[src/rtl/mips_muldiv_unit.sv]
// ---------------------------------------------------------------------------
// mips_muldiv_unit
// Iterative multiply/divide unit with HI/LO registers for the MIPS core.
// It executes MULT/MULTU/DIV/DIVU through a shift-add or restoring-divide
// datapath, one bit per clock. MTHI/MTLO write HI/LO directly.
//
// Ports
//   clk       rising-edge clock
//   reset     asynchronous active-low reset
//   start_i   request, accepted only while idle
//   op_i      000 MULTU, 001 MULT, 010 DIVU, 011 DIV, 100 MTHI, 101 MTLO, 11x no-op
//   a_i       multiplicand / dividend / MTHI-MTLO data
//   b_i       multiplier / divisor
//   cancel_i  abort the in-flight operation
//   busy_o    operation in flight
//   done_o    one-cycle pulse; hi_o/lo_o hold the new result
//   div0_o    high with done_o when the divisor was zero
//   hi_o      HI register
//   lo_o      LO register
//
// state  | meaning
// S_IDLE | waiting for start_i; MTHI/MTLO handled here
// S_CALC | one multiply/divide iteration per clock, cnt counts down to 0
// S_FIX  | sign correction, HI/LO write, done_o pulse next cycle
// ---------------------------------------------------------------------------
module mips_muldiv_unit #(
   parameter int WIDTH = 32
) (
   input  logic             clk,
   input  logic             reset,
   input  logic             start_i,
   input  logic [2:0]       op_i,
   input  logic [WIDTH-1:0] a_i,
   input  logic [WIDTH-1:0] b_i,
   input  logic             cancel_i,
   output logic             busy_o,
   output logic             done_o,
   output logic             div0_o,
   output logic [WIDTH-1:0] hi_o,
   output logic [WIDTH-1:0] lo_o
);

   localparam int CW = $clog2(WIDTH + 1);

   typedef enum logic [1:0] {
      S_IDLE = 2'd0,
      S_CALC = 2'd1,
      S_FIX  = 2'd2
   } state_t;

   state_t state, state_next;

   logic [CW-1:0]      cnt;
   logic [WIDTH:0]     acc;       // product high half / partial remainder
   logic [WIDTH-1:0]   quo;       // multiplier shifting out / quotient shifting in
   logic [WIDTH-1:0]   opb;       // multiplicand / divisor magnitude
   logic               is_div;
   logic               sign_a;
   logic               sign_b;
   logic               b_zero;

   logic               accept_md;
   logic               accept_mt;
   logic               iter_en;
   logic               fix_en;

   logic               a_neg;
   logic               b_neg;
   logic [WIDTH-1:0]   a_abs;
   logic [WIDTH-1:0]   b_abs;

   logic [WIDTH:0]     mul_sum;
   logic [WIDTH:0]     div_shift;
   logic [WIDTH:0]     div_trial;
   logic [WIDTH:0]     acc_step;
   logic [WIDTH-1:0]   quo_step;

   logic [2*WIDTH-1:0] prod;
   logic [2*WIDTH-1:0] prod_fix;
   logic [WIDTH-1:0]   rem;
   logic [WIDTH-1:0]   fix_hi;
   logic [WIDTH-1:0]   fix_lo;

   // op_i[0] selects the signed variant of both MULT and DIV
   assign a_neg  = op_i[0] & a_i[WIDTH-1];
   assign b_neg  = op_i[0] & b_i[WIDTH-1];
   assign a_abs  = a_neg ? -a_i : a_i;
   assign b_abs  = b_neg ? -b_i : b_i;

   assign busy_o = (state != S_IDLE);

   always_ff @(posedge clk or negedge reset) begin
      if (!reset) begin
         state <= S_IDLE;
      end else begin
         state <= state_next;
      end
   end

   always_comb begin
      state_next = state;
      accept_md  = 1'b0;
      accept_mt  = 1'b0;
      iter_en    = 1'b0;
      fix_en     = 1'b0;
      case (state)
         S_IDLE: begin
            if (start_i && !op_i[2]) begin
               accept_md  = 1'b1;
               state_next = S_CALC;
            end else if (start_i && (op_i[2:1] == 2'b10)) begin
               accept_mt  = 1'b1;
            end
         end
         S_CALC: begin
            if (cancel_i) begin
               state_next = S_IDLE;
            end else if (cnt == '0) begin
               state_next = S_FIX;
            end else begin
               iter_en    = 1'b1;
            end
         end
         S_FIX: begin
            state_next = S_IDLE;
            fix_en     = !cancel_i;
         end
         default: state_next = S_IDLE;
      endcase
   end

   // One iteration step. The divide path shifts the next dividend bit into the
   // remainder and keeps the trial difference only when it did not borrow.
   always_comb begin
      mul_sum   = acc + (quo[0] ? {1'b0, opb} : '0);
      div_shift = {acc[WIDTH-1:0], quo[WIDTH-1]};
      div_trial = div_shift - {1'b0, opb};
      if (is_div) begin
         if (div_trial[WIDTH]) begin
            acc_step = div_shift;
            quo_step = {quo[WIDTH-2:0], 1'b0};
         end else begin
            acc_step = div_trial;
            quo_step = {quo[WIDTH-2:0], 1'b1};
         end
      end else begin
         acc_step = {1'b0, mul_sum[WIDTH:1]};
         quo_step = {mul_sum[0], quo[WIDTH-1:1]};
      end
   end

   // Sign correction. A zero divisor leaves the dividend magnitude in the
   // remainder, so restoring the dividend sign returns the original a_i in HI.
   always_comb begin
      prod     = {acc[WIDTH-1:0], quo};
      prod_fix = (sign_a ^ sign_b) ? -prod : prod;
      rem      = acc[WIDTH-1:0];
      if (is_div) begin
         fix_lo = b_zero ? '1 : ((sign_a ^ sign_b) ? -quo : quo);
         fix_hi = sign_a ? -rem : rem;
      end else begin
         fix_hi = prod_fix[2*WIDTH-1:WIDTH];
         fix_lo = prod_fix[WIDTH-1:0];
      end
   end

   always_ff @(posedge clk or negedge reset) begin
      if (!reset) begin
         cnt    <= '0;
         acc    <= '0;
         quo    <= '0;
         opb    <= '0;
         is_div <= 1'b0;
         sign_a <= 1'b0;
         sign_b <= 1'b0;
         b_zero <= 1'b0;
         done_o <= 1'b0;
         div0_o <= 1'b0;
         hi_o   <= '0;
         lo_o   <= '0;
      end else begin
         done_o <= fix_en;
         div0_o <= fix_en & is_div & b_zero;
         if (accept_md) begin
            cnt    <= CW'(WIDTH);
            acc    <= '0;
            quo    <= a_abs;
            opb    <= b_abs;
            is_div <= op_i[1];
            sign_a <= a_neg;
            sign_b <= b_neg;
            b_zero <= (b_i == '0);
         end else if (iter_en) begin
            cnt    <= cnt - 1'b1;
            acc    <= acc_step;
            quo    <= quo_step;
         end
         if (accept_mt) begin
            if (op_i[0]) begin
               lo_o <= a_i;
            end else begin
               hi_o <= a_i;
            end
         end
         if (fix_en) begin
            hi_o <= fix_hi;
            lo_o <= fix_lo;
         end
      end
   end

endmodule

[config.mk]
export PLATFORM = sky130hd
export DESIGN_NAME = mips_muldiv_unit
export DESIGN_NICKNAME = d
export VERILOG_FILES = /design/src/rtl/mips_muldiv_unit.sv
export SDC_FILE = /design/constraint.sdc
export NUM_CORES = 1
export LEC_CHECK = 0
export BUFFER_PORTS_ARGS = -buffer_cell sky130_fd_sc_hd__buf_2
export CAP_MARGIN = 20
export CORE_AREA = 2 2 166 168
export DETAILED_ROUTE_END_ITERATION = 6
export DIE_AREA = 0 0 168 170
export PLACE_DENSITY = 0.82
export REMOVE_ABC_BUFFERS = 1
export SYNTH_ARGS = -nofsm -noshare
export SYNTH_HDL_FRONTEND = slang
export SYNTH_SLANG_ARGS = --single-unit
[constraint.sdc]
create_clock -name clk -period 4.4 [get_ports clk]
set_input_delay 0.66 -clock clk [delete_from_list [all_inputs] [get_ports clk]]
set_output_delay 0.66 -clock clk [all_outputs]
set_load 0.02 [all_outputs]
* Word-level counts from Yosys, hierarchy flattened
Cells that the tools add are included.
W data, S select, Z words.
** Word-level totals
- Input bits :: 71
- Word-level logic and storage cells :: 84
- Output and inout bits :: 67
- Register bits :: 175
** Operators by class
- Multiplexer cells :: 38
- Reductions and logical operators :: 14
- Eq/ne operators :: 6
- Bitwise logic cells :: 5
- $add $sub $neg :: 8
** Operators with widths (count)
- $mux W32 :: 17
- $mux W33 :: 4
- $neg A32 Y32 :: 4
- $mux W64 :: 1
- $neg A64 Y64 :: 1
- $add A33 B32 Y33 :: 1
- $sub A33 B32 Y33 :: 1
- $logic_not A32 Y1 :: 1
- $mux W6 :: 2
- $mux W1 :: 10
- $reduce_bool A2 Y1 :: 4
- $logic_not A6 Y1 :: 1
- $mux W2 :: 3
- $reduce_and A2 Y1 :: 3
- $sub A6 B1 Y6 const B :: 1
- $and A1 B1 Y1 :: 4
- $eq A2 B2 Y1 const B :: 2
- $pmux W2 S2 :: 1
- $ne A3 B3 Y1 const B :: 1
- $eq A2 B1 Y1 const B :: 1
- $logic_and A1 B1 Y1 :: 2
- $logic_not A1 Y1 :: 2
- $logic_not A2 Y1 :: 1
- $ne A2 B1 Y1 const B :: 1
- 2 further kinds :: 2

* Longest topological paths before layout
- Word-level depth :: 7
- Gate-level depth with buffers :: 19
- Gate-level depth less buffers :: 18

* Least setup slack after synthesis
No wires, ideal clock.
- Path type :: register to register
- Start :: reg quo[31]
- End :: reg acc[11]
- Path buffers :: 2
- Period minus slack after synthesis :: 4191 ps
- Data arrival time :: 4087 ps
- Stages on the path, launching flop included :: 18
- Library setup time :: 104 ps
- Slack :: 209 ps
- Required time :: 4296 ps
- Cell sequence :: dfrtp_1 > inv_1 > ha_1 > fa_1 > nand2b_1 > a21oi_1 > o211a_1 > o21ai_0 > o41ai_1 > a21oi_1 > o31ai_1 > a21o_1 > a21o_1 > ha_1 > clkbuf_1 > clkbuf_1 > o21ai_0 > a221oi_1
** On the way
- Cells in the longest elaborated chain, start to end :: 5
** Ends and longest elaborated chain
- start, declared :: line 55 : logic [WIDTH-1:0] quo;
- start signal, assigned :: line 187 : quo <= a_abs;
- start signal, assigned :: line 196 : quo <= quo_step;
- $sub A33 B32 Y33 :: line 137 : div_trial = div_shift - {1'b0, opb};
- $mux W33 :: line 139 : if (div_trial[WIDTH]) begin
- $mux W33 :: line 138 : if (is_div) begin
- $mux W33 :: line 193 : end else if (iter_en) begin
- $mux W33 :: line 184 : if (accept_md) begin
- end signal, assigned :: line 195 : acc <= acc_step;
- end, declared :: line 54 : logic [WIDTH:0] acc;
No other way between the ends. The select of a mux whose other input is x is not followed.
A chain may end at the register's enable or synchronous reset.

* Worst setup path after layout
- Start :: reg quo[31]
- End :: reg acc[6]
The elaborated chain is that of the path after synthesis.

==> flow_metrics.env <==
export IMPL_seq_area_frac_synth_pct=30.00
export IMPL_p_leak_nw=7.343
export IMPL_finalSetupViolCount=0
export IMPL_placed_area_mm2=0.01583
export IMPL_synth_top_area_share_pct=30.00
export IMPL_irDropWorstVdd_v=0.0004252
export IMPL_cp_arrival_ns=4.46
export IMPL_clkPwrFrac_pct=12.9
export IMPL_regArea_mm2=0.004380
export IMPL_grt_max_degree=82
export IMPL_finalHoldViolCount=0
export IMPL_multiInputGateArea_mm2=0.009637
export IMPL_grt_usage_pct=32.24
export IMPL_die_w_um=168
export IMPL_antenna_found_initial=0
export IMPL_drv_cap=0
export IMPL_fin_crit_ns=4.160
export IMPL_yosys_register_bits=175
export IMPL_nets=2128
export IMPL_timing_final_ws_setup_ns=0.2399
export IMPL_synthFlopType="dfrtp_1"
export IMPL_rows=60
export IMPL_status="complete, no violations"
export IMPL_num_io_pins=138
export IMPL_layout_common_cells="nand2_1 (230), dfrtp_1 (174), nor2_1 (169)"
export IMPL_critical_path_slowest_cell="o41ai_4"
export IMPL_synthTopCellsByArea="dfrtp_1 (30%), ha_1 (6.1%), nand2_1 (5.9%), o21ai_0 (5.8%), xnor2_1 (5.8%)"
export IMPL_grt_pass1_wl_um=74020
export IMPL_area_growth_syn_to_layout_pct=12.82
export IMPL_grt_overflow=0
export IMPL_synth_warnings=0
export IMPL_crit_family="compound AO/OA/AOI/OAI gates"
export IMPL_synth_edf_count=0
export IMPL_p_switching_mw=5.896
export IMPL_crit_chain="inv_1, ha_1, fa_1, nand2b_1, a21oi_2, o211a_1, o21ai_2, o41ai_4, a21oi_2, o31ai_2, a21o_1, a21o_1, ha_1, buf_12, mux2_2, a21oi_1, o21ai_0"
export IMPL_p_per_area_mw_per_mm2=715.7
export IMPL_slowest_delay_ns=0.42
export IMPL_worst_pin_slew_ns=0.9031
export IMPL_endpoint_kind="register"
export IMPL_seqPwrFrac_pct=25.0
export IMPL_syn_avg_cell_area_um2=7.814
export IMPL_post_drt_wl_per_cell_um=19.74
export IMPL_p_int_mw=5.891
export IMPL_hold_class="input port to asynchronous set/reset pin"
export IMPL_start_kind="register"
export IMPL_synth_top_area_cell="dfrtp_1"
export IMPL_synth_cells=1868
export IMPL_reg2reg_from="quo[31]"
export IMPL_final_cell_area_mm2=0.01647
export IMPL_cp_startpoint="quo[31]"
export IMPL_min_period_over_period_pct=94.55
export IMPL_power_share_switching_pct=50.02
export IMPL_h_tree_depth=4
export IMPL_diodes=0
export IMPL_clk_pin_slew_ns=0.08
export IMPL_clockRootBuffer="clkbuf_16"
export IMPL_fin_skew_ns=0.01545
export IMPL_dpl_hpwl_um=34090
export IMPL_dieHeight_um=170
export IMPL_cts_buffer_depth=2
export IMPL_layout_commonest_cell="nand2_1"
export IMPL_clock_sinks=175
export IMPL_crit_fanout=35
export IMPL_drt_initial_drc_count=1613
export IMPL_num_vias=14868
export IMPL_async_flop_share_pct=100.0
export IMPL_critPathRequiredTime_ns=4.70
export IMPL_port_buffers=137
export IMPL_syn_area_mm2=0.01460
export IMPL_rrSetupSlack_ns=0.24
export IMPL_die_area_mm2=0.02856
export IMPL_criticalPathCategory="register to register"
export IMPL_cts_buffers=17
export IMPL_via_per_inst=6.362
export IMPL_drive_above_1_share_pct=12.93
export IMPL_detail_route_antenna_nets=0
export IMPL_nFillCells=2347
export IMPL_final_util_pct=61.79
export IMPL_synthDistinctLibCells=71
export IMPL_drt_wl_total_um=46130
export IMPL_fmax_ghz=0.2404
export IMPL_drtPass1Iterations=5
export IMPL_path_buf_inv=2
export IMPL_grt_pass1_vias=14091
export IMPL_drcViolationCount=0
export IMPL_maxSlewViolCount=0
export IMPL_post_place_ws_ns=-0.04446
export IMPL_power_frac_comb_pct=62.0
export IMPL_p_total_mw=11.79
export IMPL_maxSlewHeadroom_pct=39.65
export IMPL_cts_tree="yes"
export IMPL_initial_core_util_pct=54.77
export IMPL_clkLatencyLatePin_ns=0.44
export IMPL_place_congestion=1.012
export IMPL_core_area_mm2=0.02665
## Yosys cell counts, types with 11 or more instances
master	number
a211oi_1	21
a21o_1	24
a21oi_1	154
a31oi_1	27
a32oi_1	24
and3_1	13
buf_1	13
clkbuf_1	85
dfrtp_1	175
ha_1	71
inv_1	68
mux2i_1	63
nand2_1	231
nand2b_1	22
nand3_1	50
nor2_1	172
nor2b_1	19
nor3_1	45
nor4_1	17
o211ai_1	36
o21a_1	11
o21ai_0	169
o21ai_1	19
o31ai_1	17
o41ai_1	12
or3_1	15
or4_1	12
xnor2_1	96
xor2_1	75
## layer usage
| layer | wire length, um | up-vias | GRT usage [%] |
|---|---|---|---|
| met3 | 3749 | 120 | 3.535 |
| met5 | 0 | - | 0 |
| met4 | 1549 | 0 | 13.04 |
| li1 | - | 6949 | - |
| met1 | 19550 | 7022 | 43.49 |
| met2 | 21280 | 777 | 53.18 |
## flip-flops by register name, indices dropped and copies added, names as in the netlist
name	cells
lo_o	32
opb	32
div0_o	1
sign_b	1
is_div	1
quo	32
cnt	6
b_zero	1
state	2
sign_a	1
hi_o	32
acc	33
done_o	1
## path summary, 6_finish.rpt
kind,endpoint,depth (start not counted)
worst max-delay path,acc[6],17
worst min-delay path,lo_o[5],1
worst max register to register,acc[6],17
worst min register to register,opb[17],2
max in group asynchronous,b_zero,2
min in group clk,b_zero,2
## cells by family after synthesis
group	synth area share [%]
AND/OR/NAND/NOR	19.96
buffers and inverters	4.440
AO/OA/AOI/OAI	24.34
multiplexers	4.629
flip-flops	30.00
adder cells (fa/ha/maj)	6.360
XOR/XNOR	10.26
## power groups by stage
stage / logic (mW) / registers, mW / clock network, mW
floorplan: 4.59 / 3.22 / 0
global route: 8.01 / 3.03 / 1.59
finish: 7.31 / 2.95 / 1.52
global placement: 6.96 / 2.91 / 0
detailed placement: 7.05 / 2.95 / 0
CTS: 7.11 / 2.92 / 1.53
## cell type report
class | instances | area share [%]
Clock inverter | 14 | 0.8813
Timing Repair Buffer | 198 | 7.256
Clock buffer | 17 | 2.583
Multi-Input combinational cell | 1523 | 58.52
Inverter | 69 | 1.573
Tap cell | 341 | 2.591
Sequential cell | 175 | 26.60
## stage by stage
stage                     std cells  hold WS [ns]   TNS [ns]
after floorplan                1767        0.3644     -2.929
after global placement         2305        0.4610          0
after detailed placement       2305        0.4693   -0.04446
after CTS                      2336        0.2903          0
after global routing           2337        0.3160  -0.007657
final                          2337        0.2647          0
## what timing repair did
item / 4_1_cts / 5_1_grt
hold buffers: 0 / 0
setup endpoints to repair: 4 / 29
setup buffers: 0 / 0
cloned: 0 / 0
resized for setup: 1 / 9
pin swaps: 0 / 2
Note: power is estimated with default switching activity, not from simulation.
